**src/rtl/imem_sync_loader_if.sv**
```systemverilog
// Loader and fetch bus of the instruction memory.
// par_inj exists only when IMEM_PARITY_EN is defined.
interface imem_sync_loader_if #(
    parameter int unsigned W  = 8,
    parameter int unsigned AW = 8
);
    logic          ld_start;
    logic          ld_valid;
    logic [W-1:0]  ld_data;
    logic          ld_last;
    logic [AW:0]   ld_count;
    logic          ld_err;
    logic          busy;
    logic          req;
    logic [AW-1:0] addr;
    logic          stall;
    logic [W-1:0]  ins;
    logic          ins_valid;
    logic          ins_perr;
`ifdef IMEM_PARITY_EN
    logic          par_inj;

    modport master (
        output ld_start, ld_valid, ld_data, ld_last, req, addr, stall, par_inj,
        input  ld_count, ld_err, busy, ins, ins_valid, ins_perr
    );
    modport slave (
        input  ld_start, ld_valid, ld_data, ld_last, req, addr, stall, par_inj,
        output ld_count, ld_err, busy, ins, ins_valid, ins_perr
    );
`else
    modport master (
        output ld_start, ld_valid, ld_data, ld_last, req, addr, stall,
        input  ld_count, ld_err, busy, ins, ins_valid, ins_perr
    );
    modport slave (
        input  ld_start, ld_valid, ld_data, ld_last, req, addr, stall,
        output ld_count, ld_err, busy, ins, ins_valid, ins_perr
    );
`endif
endinterface

```
**src/rtl/imem_sync_loader.sv**
```systemverilog
// Run-time loadable instruction memory with 1-cycle synchronous fetch.
// Optional stored parity per word when IMEM_PARITY_EN is defined.
module imem_sync_loader #(
    parameter int unsigned   W     = 8,
    parameter int unsigned   DEPTH = 32,
    parameter int unsigned   AW    = 8,
    parameter logic [W-1:0]  FILL  = W'(8'hC0)
) (
    input logic               clk,
    input logic               rst,
    imem_sync_loader_if.slave bus
);
    localparam int unsigned IW = (DEPTH > 1) ? $clog2(DEPTH) : 1;
`ifdef IMEM_PARITY_EN
    localparam int unsigned MW = W + 1;
`else
    localparam int unsigned MW = W;
`endif
    localparam logic [AW:0] DEPTH_V = (AW + 1)'(DEPTH);

    typedef enum logic [1:0] {
        S_EMPTY,
        S_LOAD,
        S_RUN
    } state_t;

    state_t         state;
    logic [AW:0]    ld_count;
    logic           ld_err;
    logic [W-1:0]   ins;
    logic           ins_valid;
    logic           ins_perr;

    logic [MW-1:0]  mem [DEPTH];
    logic [MW-1:0]  wr_word;
    logic [MW-1:0]  rd_word;
    logic           wr_en;
    logic           room;
    logic           addr_ok;
    logic           rd_perr;

    assign room    = (ld_count < DEPTH_V);
    assign addr_ok = ({1'b0, bus.addr} < DEPTH_V);
    assign wr_en   = !rst && !bus.ld_start && (state == S_LOAD) && bus.ld_valid && room;
    assign rd_word = mem[IW'(bus.addr)];

`ifdef IMEM_PARITY_EN
    assign wr_word = {(^bus.ld_data) ^ bus.par_inj, bus.ld_data};
    assign rd_perr = (^rd_word[W-1:0]) != rd_word[W];
`else
    assign wr_word = bus.ld_data;
    assign rd_perr = 1'b0;
`endif

    // Array has no reset; stale words above ld_count are served as-is.
    always_ff @(posedge clk) begin
        if (wr_en) begin
            mem[IW'(ld_count)] <= wr_word;
        end
    end

    always_ff @(posedge clk) begin
        if (rst) begin
            state     <= S_EMPTY;
            ld_count  <= '0;
            ld_err    <= 1'b0;
            ins       <= '0;
            ins_valid <= 1'b0;
            ins_perr  <= 1'b0;
        end else if (bus.ld_start) begin
            // Start wins over ld_valid, req and stall.
            state     <= S_LOAD;
            ld_count  <= '0;
            ld_err    <= 1'b0;
            ins_valid <= 1'b0;
        end else begin
            case (state)
                S_LOAD: begin
                    if (bus.ld_valid) begin
                        if (room) begin
                            ld_count <= ld_count + (AW + 1)'(1);
                        end else begin
                            ld_err <= 1'b1;
                        end
                        if (bus.ld_last) begin
                            state <= S_RUN;
                        end
                    end
                    if (!bus.stall) begin
                        ins_valid <= 1'b0;
                    end
                end
                S_RUN: begin
                    if (!bus.stall) begin
                        ins_valid <= bus.req;
                        if (bus.req) begin
                            ins      <= addr_ok ? rd_word[W-1:0] : FILL;
                            ins_perr <= addr_ok ? rd_perr : 1'b0;
                        end
                    end
                end
                default: begin
                    if (!bus.stall) begin
                        ins_valid <= bus.req;
                        if (bus.req) begin
                            ins      <= FILL;
                            ins_perr <= 1'b0;
                        end
                    end
                end
            endcase
        end
    end

    assign bus.ld_count  = ld_count;
    assign bus.ld_err    = ld_err;
    assign bus.busy      = (state == S_LOAD);
    assign bus.ins       = ins;
    assign bus.ins_valid = ins_valid;
    assign bus.ins_perr  = ins_perr;

endmodule

```
**src/flat_wrapper.sv**
```systemverilog
// flat-port wrapper written by rule: the top's interface ports become plain ports
module imem_sync_loader_flat 
#(
    parameter int unsigned   W     = 8,
    parameter int unsigned   DEPTH = 32,
    parameter int unsigned   AW    = 8,
    parameter logic [W-1:0]  FILL  = W'(8'hC0)
)
  (clk, rst, bus_ld_start, bus_ld_valid, bus_ld_data, bus_ld_last, bus_req, bus_addr, bus_stall, bus_ld_count, bus_ld_err, bus_busy, bus_ins, bus_ins_valid, bus_ins_perr);
  imem_sync_loader_if #(.W(W), .AW(AW)) bus_i ();
  input logic clk;
  input logic rst;
  input wire logic [$bits(bus_i.ld_start)-1:0] bus_ld_start;
  input wire logic [$bits(bus_i.ld_valid)-1:0] bus_ld_valid;
  input wire logic [$bits(bus_i.ld_data)-1:0] bus_ld_data;
  input wire logic [$bits(bus_i.ld_last)-1:0] bus_ld_last;
  input wire logic [$bits(bus_i.req)-1:0] bus_req;
  input wire logic [$bits(bus_i.addr)-1:0] bus_addr;
  input wire logic [$bits(bus_i.stall)-1:0] bus_stall;
  output wire logic [$bits(bus_i.ld_count)-1:0] bus_ld_count;
  output wire logic [$bits(bus_i.ld_err)-1:0] bus_ld_err;
  output wire logic [$bits(bus_i.busy)-1:0] bus_busy;
  output wire logic [$bits(bus_i.ins)-1:0] bus_ins;
  output wire logic [$bits(bus_i.ins_valid)-1:0] bus_ins_valid;
  output wire logic [$bits(bus_i.ins_perr)-1:0] bus_ins_perr;
  assign bus_i.ld_start = bus_ld_start;
  assign bus_i.ld_valid = bus_ld_valid;
  assign bus_i.ld_data = bus_ld_data;
  assign bus_i.ld_last = bus_ld_last;
  assign bus_i.req = bus_req;
  assign bus_i.addr = bus_addr;
  assign bus_i.stall = bus_stall;
  assign bus_ld_count = bus_i.ld_count;
  assign bus_ld_err = bus_i.ld_err;
  assign bus_busy = bus_i.busy;
  assign bus_ins = bus_i.ins;
  assign bus_ins_valid = bus_i.ins_valid;
  assign bus_ins_perr = bus_i.ins_perr;
  imem_sync_loader #(.W(W), .DEPTH(DEPTH), .AW(AW), .FILL(FILL)) u_core (.clk(clk), .rst(rst), .bus(bus_i));
endmodule
```
**config.mk**
```make
export PLATFORM = sky130hd
export DESIGN_NAME = imem_sync_loader_flat
export DESIGN_NICKNAME = d
export VERILOG_FILES = /design/src/rtl/imem_sync_loader_if.sv /design/src/rtl/imem_sync_loader.sv /design/src/flat_wrapper.sv
export SDC_FILE = /design/constraint.sdc
export NUM_CORES = 1
export LEC_CHECK = 0
export ABC_AREA = 1
export BUFFER_PORTS_ARGS = -buffer_cell sky130_fd_sc_hd__buf_4
export CAP_MARGIN = 15
export CELL_PAD_IN_SITES_DETAIL_PLACEMENT = 0
export CELL_PAD_IN_SITES_GLOBAL_PLACEMENT = 1
export CORE_MARGIN = 2
export CORE_UTILIZATION = 30
export DETAILED_ROUTE_END_ITERATION = 12
export MAX_ROUTING_LAYER = met4
export PLACE_DENSITY_LB_ADDON = 0.1
export SLEW_MARGIN = 20
export SYNTH_ARGS = -nofsm -noshare
export SYNTH_HDL_FRONTEND = slang
export SYNTH_SLANG_ARGS = --single-unit
```
**constraint.sdc**
```tcl
create_clock -name clk -period 2 [get_ports clk]
set_input_delay 0.1 -clock clk [delete_from_list [all_inputs] [get_ports clk]]
set_output_delay 0.1 -clock clk [all_outputs]
set_load 0.05 [all_outputs]
```
==> results of run 1 <==
-- report_power, final --
group / total, W / internal [W] / switching [W]
registers: 0.00633 / 0.00633 / 0.00000457
logic: 0.000825 / 0.000234 / 0.000591
clock network: 0.00615 / 0.00375 / 0.00240
total: 0.0133 / 0.0103 / 0.00299
-- cells in the mapped netlist, types with 2 or more instances --
cell type	n	area [um2]
o21ai_0	27	135
nand3_2	2	20.0
dfxtp_1	21	420
nor2_1	95	357
nor2_8	2	40.0
buf_6	7	78.8
inv_4	2	12.5
inv_1	86	323
nor3_1	10	50.1
edfxtp_1	256	7690
buf_4	10	75.1
buf_2	21	105
ha_1	4	50.1
a21oi_1	16	80.1
nand3_1	149	746
inv_2	5	18.8
clkbuf_1	9	33.8
nand2_2	3	18.8
buf_1	7	26.3
o21ai_1	9	45.0
nand2_1	350	1310
o211ai_1	2	15.0
-- cells by family (layout without fill, tap and decap cells) --
| family | after synthesis | in the layout | share of synthesized area |
|---|---|---|---|
| AOI/OAI and AO/OA | 55 | 55 | 0.0240 |
| DFF | 277 | 277 | 0.691 |
| other | 1 | 1 | 0.000320 |
| adders and majority gates | 4 | 4 | 0.00427 |
| and+or+nand+nor | 617 | 617 | 0.223 |
| buffers and inverters | 147 | 271 | 0.0574 |
-- state kept, by name, indices dropped and copies added, names as in the netlist --
register / cells
u_core.bus.ld_count: 9
u_core.state: 2
u_core.bus.ins_valid: 1
u_core.mem: 256
u_core.bus.ins: 8
u_core.bus.ld_err: 1
-- layer usage --
layer / wire length, um / global-route usage / vias up / share of wire
li1: - / - / 3881 / -
met4: 725 / 0.0467 / 0 / 0.021
met2: 17200 / 0.295 / 173 / 0.49
met5: 0 / - / - / 0
met1: 15900 / 0.236 / 3805 / 0.45
met3: 1190 / 0.0211 / 49 / 0.034
-- path summary, 6_finish.rpt --
check                                            start                     end  slack [ns]  depth (start not counted)
worst max-delay path            u_core.bus.ld_count[8]        u_core.mem[9][2]        0.14                         10
worst min-delay path                    bus_ld_data[1]       u_core.mem[29][1]         0.1                          1
worst max register to register  u_core.bus.ld_count[8]        u_core.mem[9][2]        0.14                         10
worst min register to register  u_core.bus.ld_count[8]  u_core.bus.ld_count[8]        0.46                          2
-- metrics by stage --
step | total power, W | setup slack (ns)
6_report | 0.0133 | 0.139
4_1_cts | 0.0135 | 0.0299
3_3_place_gp | 0.00730 | 0.0681
2_1_floorplan | 0.00688 | -0.161
3_5_place_dp | 0.00729 | 0.0465
5_1_grt | 0.0138 | 0.00734
-- worst max-delay path, cell delays in order, from the launching register on --
cell and delay, ns:
dfxtp_1 0.33, nor2_2 0.12, nand3_2 0.10, nor2_4 0.15, inv_2 0.09, nor2_8 0.15
inv_4 0.07, nor2_8 0.17, nand3_4 0.12, nor2_2 0.09, buf_4 0.17
-- layout make-up --
| cell class | instances | share of cell area |
|---|---|---|
| repair buffers | 116 | 0.0742 |
| flip-flops and latches | 277 | 0.565 |
| clock buffers | 42 | 0.0627 |
| clock inverters | 20 | 0.0157 |
| multi-input cells | 677 | 0.213 |
| well taps | 518 | 0.0451 |
| inverters | 93 | 0.0247 |
-- timing repair --
| action | CTS | global route |
|---|---|---|
| setup buffers | 0 | 0 |
| hold buffers | 6 | 0 |
| gates resized for setup | 0 | 6 |
| setup endpoints to repair | 0 | 144 |
| hold endpoints to repair | 13 | 0 |
==> impl_summary.md, run 1 <==
Routing
The final routed wirelength across all metal layers is 35000 um. The total number of vias is 7908. In the final routed layout, each cell accounts on average for 20.1 um. The number of design-rule violations left by the first detailed-router iteration is 541. The post-route antenna net violation count is 0.

Dividing the detail-routed via count by the number of cells gives 4.54. The number of optimization iterations in the first detailed-route pass is 5. The detailed-route DRC error count is 0.

Finish
In the layout the commonest cells are nand2_1, edfxtp_1, nand3_1, buf_4, inv_1. The repair_antennas step left the layout with diodes totalling 0. Leaving out filler cells and counting taps, the final layout contains 1743. The final cell utilization of the core is 0.372. The post-layout instance area is 14400 um2. The total number of nets in the final design is 1226. The leading cell type in the layout, fill and taps excluded is nand2_1. The combined flip-flop and latch cell area is 8110 um2. The layout has 3864 filler cells. Of the cells placed in the final design, the portion with a size suffix greater than 1 is 0.166.

Relative to the synthesized area, the layout overhead comes to 22.4%. The multi-input combinational cells in the finished layout cover a total of 3060 um2.

Floorplanning
The core region area is 38600 um2. The area enclosed by the die boundary is 40700 um2. The y dimension of the die is 202 um. The width of the chip is 202 um.

The number of ports placed on the die boundary is 44. The initial core utilization is 0.304. The count of standard-cell rows is 72.

Timing
Timing would allow up to 537 MHz. Setup violations remaining at the end of the flow were counted as 0. The post-route minimum period is 1.86 ns. The number of pins with negative max-slew slack in the final report was 0.

The worst max-slew margin expressed relative to the limit is 0.631. The portion of the clock cycle consumed by the worst path in the final layout is 0.930. Setup repair after global routing left no endpoint under its margin. The actual slew at the worst max-slew pin is 0.553 ns. The post-route worst hold slack is 0.0979 ns. Across the routed clock network, the largest skew measured is 0.0167 ns. The aggregate negative setup slack is 0 ns. The count of final hold-check violations is 0.

Place
The wire-length estimate of the detail-placed layout is 21900 um. Routability-driven placement finished with a final weighted congestion of 0.776. The number of buffer cells added on primary ports is 42. The cell count after placement is 1675.

Summing all placed instances gives a cell area of 13100 um2.

Logic synthesis
A synthesized cell averages 10.7 um2. The number of nets handed over by synthesis was 1128. The count of distinct cell types in the synthesized netlist is 30. The leading register cell type out of synthesis is edfxtp_1. After synthesis the cells add up to 11700 um2. The share of the Yosys chip area taken by registers is 0.691. In this run, synthesis inferred 256 flip-flops with an integrated enable.

The count of state elements after synthesis is 277. The post-synthesis async set-or-reset flop share is 0. The synthesized instance count is 1101. Yosys printed 0 warnings.

Job
The max-cap violation count is 0.

Min path
The worst hold path belongs to the class input port to flop.

GRT
The via count of the first global-routing pass came to 7972. The initial antenna violation count came to 0. The maximum number of pins on one net before global-route repair is 59. Across every metal layer, demand over resource in global routing totals 0.179. The first-pass GRT wire length is 51800 um. The total grt overflow is 0.

Clocking
Counting every sink on the clock net gives 277. TritonCTS built the clock tree. Clock-pin slew was measured on the worst setup and hold paths at 0.06 ns. The clock reaches the later pin of the worst-skew pair after 0.52 ns. The clock passes through at most 3 buffers. The number of buffers inserted during clock tree synthesis is 34. The H-tree was split into 2 levels. CTS placed an instance of clkbuf_16 at the clock tree root.

Critical path
The worst setup path is captured at a flop. The arrival time reported for the critical path endpoint is 2.07 ns. The kind of launch point of the worst setup path is a flop. At the worst endpoint, the required time is 2.21 ns. The critical path is of the flop to flop type. Of all nets on the critical path, the largest fanout is 8.

Power and ir drop
The power per unit of standard cell area is 927 nW/um2. In this run the static leakage power is 5.56 nW. The maximum resistive drop on vdd is 671 uV.

Run status
The run finished with clean final reports.
Note: power is estimated with default switching activity, not from simulation.
==> inputs of run 2 (changes only) <==
- GPL_ROUTABILITY_DRIVEN: unset -> 0
- SETUP_SLACK_MARGIN: unset -> 0.4
==> run 2 against run 1 <==
Clock skew down 0.0019 ns. Combinational power up 5.1%. Largest cell class unchanged. First-iteration DRC count up 3.7%. Wire length up 1.6%. Utilization up 1.1 points. Non-clock buffer count up 18. Highest routed layer unchanged. Global-route usage up 0.27 points. Largest power group unchanged.
==> impl_summary.md, run 2 (synthesis gave the netlist of run 1 again) <==
Finish
The combined area of the multi-input logic cells is 3260 um2. The growth of design area from synthesis to finish is 25.9%. The total number of nets in the final design is 1241. The largest registers in the layout are u_core.mem (256), u_core.bus.ld_count (9), u_core.bus.ins (8). The finished layout holds 1752 standard cells, fillers aside.

The share of final-layout standard cells stronger than drive strength 1 is 0.194. The register with the most flip-flops in the layout has 256 of them. The number of antenna diodes in the final layout is 0.

Summing all flip-flop and latch instances after layout gives 8130 um2. The register with the most flip-flops in the final layout is u_core.mem. The fill cell instance count of the final layout is 3816. The leading cell type in the layout, fill and taps excluded is nand2_1. The finished cells cover 14800 um2. In the layout the commonest cells are nand2_1, edfxtp_1, nand3_1, inv_1, buf_4.

Timing
The worst pin sits at a relative slew slack of 0.614. The final clock skew is 0.0148 ns. The worst path needs 1.87 ns of the cycle, external delays included. In the final timing run, aggregate negative setup slack is 0 ns. Setup violations remaining at the end of the flow were counted as 0. The portion of the clock cycle consumed by the worst path in the final layout is 0.936. Timing would allow up to 534 MHz. Setup repair after global routing could not meet its margin everywhere. The number of pins with negative max-slew slack in the final report is 0. For the pin with the worst max-slew slack, the measured transition is 0.578 ns. The count of final hold-check violations was 0. The smallest setup slack after layout is 0.127 ns.

Power and ir drop
For this design the static power due to leakage is 5.73 nW. For this design the ratio of total power to cell area is 881 nW/um2. The share of total power in the clock network is 0.447. The net switching power of the design is 0.00288 W.

Of the total power, combinational logic draws 0.067. IR analysis of the VDD net gives a maximum drop of 695 uV. The portion of total power attributed to sequential cells is 0.486.

The switching portion of total power is 0.221. The internal portion of the total power is 0.0101 W. The total design power is 0.0130 W.

Routing
The detailed-route DRC error count is 0. The routed wire length per instance is 20.3 um. The number of design-rule violations left by the first detailed-router iteration is 561. Dividing the detail-routed via count by the number of cells gives 4.61.

The post-route antenna net violation count is 0. The detailed router placed 8072 vias in this run. The final routed wirelength across all metal layers is 35500 um. Before antenna repair, the detailed router went through 5 iterations.

Clocking
The clock transition at the registers of the reported paths is 0.06 ns. CTS built an H-tree with a depth of 1. In this run, CTS created clock tree buffers numbering 31. The number of sinks on the clock net is 277. The maximum count of clock buffers along a single path is 3. The buffer type at the clock tree root is clkbuf_16. The latest clock arrival within the worst-skew pair is 0.55 ns. The clock tree from TritonCTS is yes.

Place
In this run, placement finished with an instance count of 1660. In this run the tool buffered the top-level ports with 42 buffer cells. The total placed instance area is 13100 um2. Detailed placement ended at an HPWL of 22200 um. The pre-CTS setup slack is -0.0400 ns.

Floorplanning
The number of ports placed on the die boundary is 44. The floorplan step defined a die boundary enclosing 40700 um2. The core region area is 38600 um2. The width of the chip is 202 um. The floorplan step set the die height to 202 um. The initial core utilization is 0.304. The count of standard-cell rows is 72.

Min path
The path type of the worst min-delay path is input port to flop.

Critical path
The kind of capture point of the worst setup path is a flop. In this run the worst path has a maximum fanout of 8. The critical path class is flop to flop. The arrival time reported for the critical path endpoint is 2.10 ns. STA puts the critical path data required time at 2.23 ns.

The worst setup path is launched from a flop.

GRT
The first-pass GRT wire length is 52900 um. The initial antenna violation count is 0. The overall routing resource usage is 0.182. Entering global routing, the biggest net connects 78 pins.

The total grt overflow is 0. The via count of the first global-routing pass was 8030.

Job
Max-cap violations in this run came to 0.

Run status
The run finished with clean final reports.
## run 2: timing repair
action / CTS / global route
pin swaps: 18 / 16
endpoints found under the hold margin: 21 / 0
gates cloned: 0 / 0
setup buffers: 24 / 6
resized for setup: 38 / 11
hold buffers: 9 / 0
endpoints found under the setup margin: 264 / 265
## run 2: critical path: stages (launching register included)
cell	delay, ns
dfxtp_4	0.35
nor2_4	0.10
nand3_2	0.10
nor2_4	0.13
inv_4	0.06
nor2_8	0.15
buf_4	0.14
buf_6	0.08
nand3_1	0.07
buf_6	0.16
nor2_4	0.21
## run 2: per-layer routing
| metal | share of wire | track usage | vias to the layer above | routed length (um) |
|---|---|---|---|---|
| li1 | - | - | 3913 | - |
| met1 | 0.45 | 0.241 | 3936 | 16100 |
| met2 | 0.49 | 0.300 | 169 | 17300 |
| met3 | 0.035 | 0.0171 | 54 | 1230 |
| met4 | 0.026 | 0.0507 | 0 | 920 |
| met5 | 0 | - | - | 0 |
## run 2: power by group through the flow
stage | Sequential (W) | Combinational, W | Clock, W
after CTS | 0.00633 | 0.000883 | 0.00597
after global placement | 0.00645 | 0.000850 | 0
after floorplan | 0.00647 | 0.000422 | 0
after detailed placement | 0.00645 | 0.000846 | 0
final | 0.00633 | 0.000867 | 0.00582
after global routing | 0.00633 | 0.000954 | 0.00620
## run 2: area by class of cell
class	count	share of cell area
clock buffers	31	0.0525
clock inverters	22	0.0177
inverters	93	0.0248
multi-input cells	677	0.221
flip-flops and latches	277	0.550
well taps	518	0.0439
repair buffers	134	0.0904
## run 2: final timing paths
| path | startpoint | endpoint | slack [ns] | cells after the start |
|---|---|---|---|---|
| setup / recovery | u_core.bus.ld_count[8] | u_core.mem[15][4] | 0.13 | 10 |
| hold / removal | bus_ld_data[6] | u_core.mem[30][6] | 0.05 | 1 |
| setup reg to reg | u_core.bus.ld_count[8] | u_core.mem[15][4] | 0.13 | 10 |
| hold reg to reg | u_core.bus.ins[5] | u_core.bus.ins[5] | 0.46 | 2 |
## run 2: metrics by stage
step | util | hold slack, ns
after floorplan | - | 0.199
after global placement | 0.339 | 0.361
after detailed placement | 0.339 | 0.365
after CTS | 0.380 | 0.0185
after global routing | 0.382 | 0.0343
final | 0.382 | 0.0459
==> inputs of run 3 (changes only) <==
- ABC_CLOCK_PERIOD_IN_PS: unset -> 2000
- CTS_BUF_LIST: unset -> sky130_fd_sc_hd__clkbuf_2 sky130_fd_sc_hd__clkbuf_4 sky130_fd_sc_hd__clkbuf_8
- CTS_CLUSTER_DIAMETER: unset -> 40
==> run 3 against run 2 <==
Clock-buffer cell count rose by 38. Largest power group unchanged. Combinational power rose by 3.5%. Wire length is 1.5% higher.
==> impl_summary.md, run 3 (synthesis gave the netlist of run 1 again) <==
Run status
The flow ran to the end, and the final reports show no timing, DRC or antenna violations.

Timing
Setup violations remaining at the end of the flow were counted as 0. The number of pins with negative max-slew slack in the final report is 0. The post-route minimum period is 1.86 ns. Setup repair after global routing could not meet its margin everywhere. Static timing analysis puts the maximum clock frequency at 536 MHz. The worst max-slew margin expressed relative to the limit is 0.619. The aggregate negative setup slack is 0 ns. The actual slew at the worst max-slew pin is 0.572 ns. The smallest setup slack after layout is 0.136 ns.

The portion of the clock cycle consumed by the worst path in the final layout is 0.932. Across the routed clock network, the largest skew measured is 0.0269 ns. The count of final hold-check violations is 0.

Clocking
The number of sinks on the clock net is 277. The number of buffers inserted during clock tree synthesis is 51. TritonCTS built the clock tree.

The maximum count of clock buffers along a single path is 3. After clock tree synthesis, the clock-pin slew on the worst setup and hold paths is 0.06 ns. The clock tree synthesis step divided the H-tree into 2 levels. The clock reaches the later pin of the worst-skew pair after 0.60 ns. The tree is rooted in a clkbuf_8.

Power and ir drop
Of the total power, the share spent switching nets is 0.240. The share of total power in the clock network is 0.420. Power spread over the standard cell area amounts to 836 nW/um2. Cell internal power was estimated by the tool at 0.00947 W.

Of the total power, combinational logic draws 0.072. The analysis attributes to cell leakage a power of 5.82 nW. The maximum resistive drop on vdd is 544 uV.

For this design the total switching power over the nets is 0.00299 W. Of the total power, registers draw 0.508.

Critical path
The setup check on the worst reg-to-reg path leaves a slack of 0.14 ns. The kind of launch point of the worst setup path is a flop. The maximum fanout along the worst path is 8. The count of cells along the worst register-to-register path is 10. The kind of capture point of the worst setup path is a flop. The critical path in this run is classified as flop to flop. At the worst endpoint, the required time is 2.27 ns.

The arrival time reported for the critical path endpoint is 2.14 ns. The slowest stage of the critical path is the dfxtp_4 cell. The cell that appears most often on the critical path is nor2_4. The signal on the critical path passes through nor2_4 > nand3_2 > nor2_4 > inv_4 > nor2_8 > buf_4 > buf_6 > nand3_1 > buf_6 > nor2_4.

In this design, the stage delay of the slowest critical-path cell is 0.35 ns.

Place
The pre-CTS setup slack is -0.0400 ns. The cell count after placement is 1660. The count of buffers added on input and output ports is 42. The total placed instance area is 13100 um2.

Summed over all nets, the half-perimeter wirelength after detailed placement is 22200 um.

Floorplanning
In this run the standard cell core region covers 38600 um2. The y dimension of the die is 202 um. The number of ports placed on the die boundary is 44. The die is 202 um wide. The floorplan has 72 rows. The initial core utilization is 0.304. The area enclosed by the die boundary is 40700 um2.

Job
Max-cap violations in this run came to 0.

Finish
Leaving out filler cells and counting taps, the final layout contains 1805. The flip-flop count of the largest register, all copies and words added is 256. The growth of design area from synthesis to finish is 27.1%. The post-layout instance area is 14900 um2. The top cell types in the final layout, fill and taps aside, are nand2_1, edfxtp_1, nand3_1, buf_4, inv_1. The number of inserted diodes is 0. Of the cells placed in the final design, the portion with a size suffix greater than 1 is 0.224. In the final layout, the registers with the most flip-flops are u_core.mem (256), u_core.bus.ld_count (9), u_core.bus.ins (8).

For this run, the post-layout net count is 1276. The leading cell type in the layout, fill and taps excluded is nand2_1. Counting flops per register, the top entry is u_core.mem.

Routing
The routed wire length per instance is 20.0 um. The post-route antenna net violation count is 0. The number of design-rule violations left by the first detailed-router iteration is 608.

The routed layout has 8218 vias. The number of optimization iterations in the first detailed-route pass is 5. For this block, the routed nets add up to 36000 um of wire. The via count normalized by instance count is 4.55. The detailed-route DRC error count is 0.

GRT
The overall routing resource usage is 0.185. The initial antenna violation count is 0. The first global-routing pass estimated 53600 um of wire.

The via count of the first global-routing pass is 8324. The total grt overflow is 0. Entering global routing, the biggest net connects 78 pins.

Min path
The count of cells along the worst hold path is 1. The path type of the worst min-delay path is input port to flop.
-- run 3: changes by cell type in the layout (fill, tap and decap cells not counted), sizes merged --
cell	before	now
clkbuf	31	69
bufinv	6	1
dlygate4sd3	9	17
clkinv	14	17
clkinvlp	3	5
buf	125	132
-- run 3: metal layers --
layer / track usage / vias to the layer above / wire length [um]
met1: 0.236 / 3999 / 16100
li1: - / 3992 / -
met5: - / - / 0
met2: 0.303 / 171 / 17600
met3: 0.0302 / 56 / 1390
met4: 0.0593 / 0 / 922
-- run 3: area by class of cell --
type | count | area [um2]
clock inverters | 22 | 141
fillers | 3846 | 23700
repair buffers | 149 | 1490
clock buffers | 69 | 843
flip-flops and latches | 277 | 8130
multi-input cells | 677 | 3290
well taps | 518 | 648
inverters | 93 | 370
-- run 3: through the flow --
stage | power, W | hold WS, ns | utilization
floorplan | 0.00689 | 0.199 | -
global placement | 0.00730 | 0.361 | 0.339
detailed placement | 0.00730 | 0.365 | 0.339
CTS | 0.0126 | 0.00306 | 0.383
global route | 0.0130 | 0.0114 | 0.386
finish | 0.0125 | 0.0265 | 0.386
-- run 3: timing repair --
action	in CTS	in global routing
hold endpoints to repair	114	0
hold buffers	17	0
gates resized for setup	45	16
pin swaps	18	14
setup buffers	31	6
endpoints found under the setup margin	264	266
-- run 3: path summary, 6_finish.rpt --
path,from,end
max,u_core.bus.ld_count[8],u_core.mem[15][0]
min,bus_ld_data[2],u_core.mem[12][2]
max reg2reg,u_core.bus.ld_count[8],u_core.mem[15][0]
min reg2reg,u_core.bus.ins[5],u_core.bus.ins[5]
-- run 3: power groups by stage --
stage,sequential [W],combinational [W],clock (W)
after floorplan,0.00647,0.000422,0
after global placement,0.00645,0.000850,0
after detailed placement,0.00645,0.000846,0
after CTS,0.00633,0.000909,0.00539
after global routing,0.00633,0.000985,0.00566
final,0.00633,0.000897,0.00523
-- run 3: critical path, delay by kind of cell (launching register included) --
| family | cells | cell delay, ns |
|---|---|---|
| AND/OR/NAND/NOR | 6 | 0.76 |
| flip-flops | 1 | 0.35 |
| buffers and inverters | 4 | 0.46 |
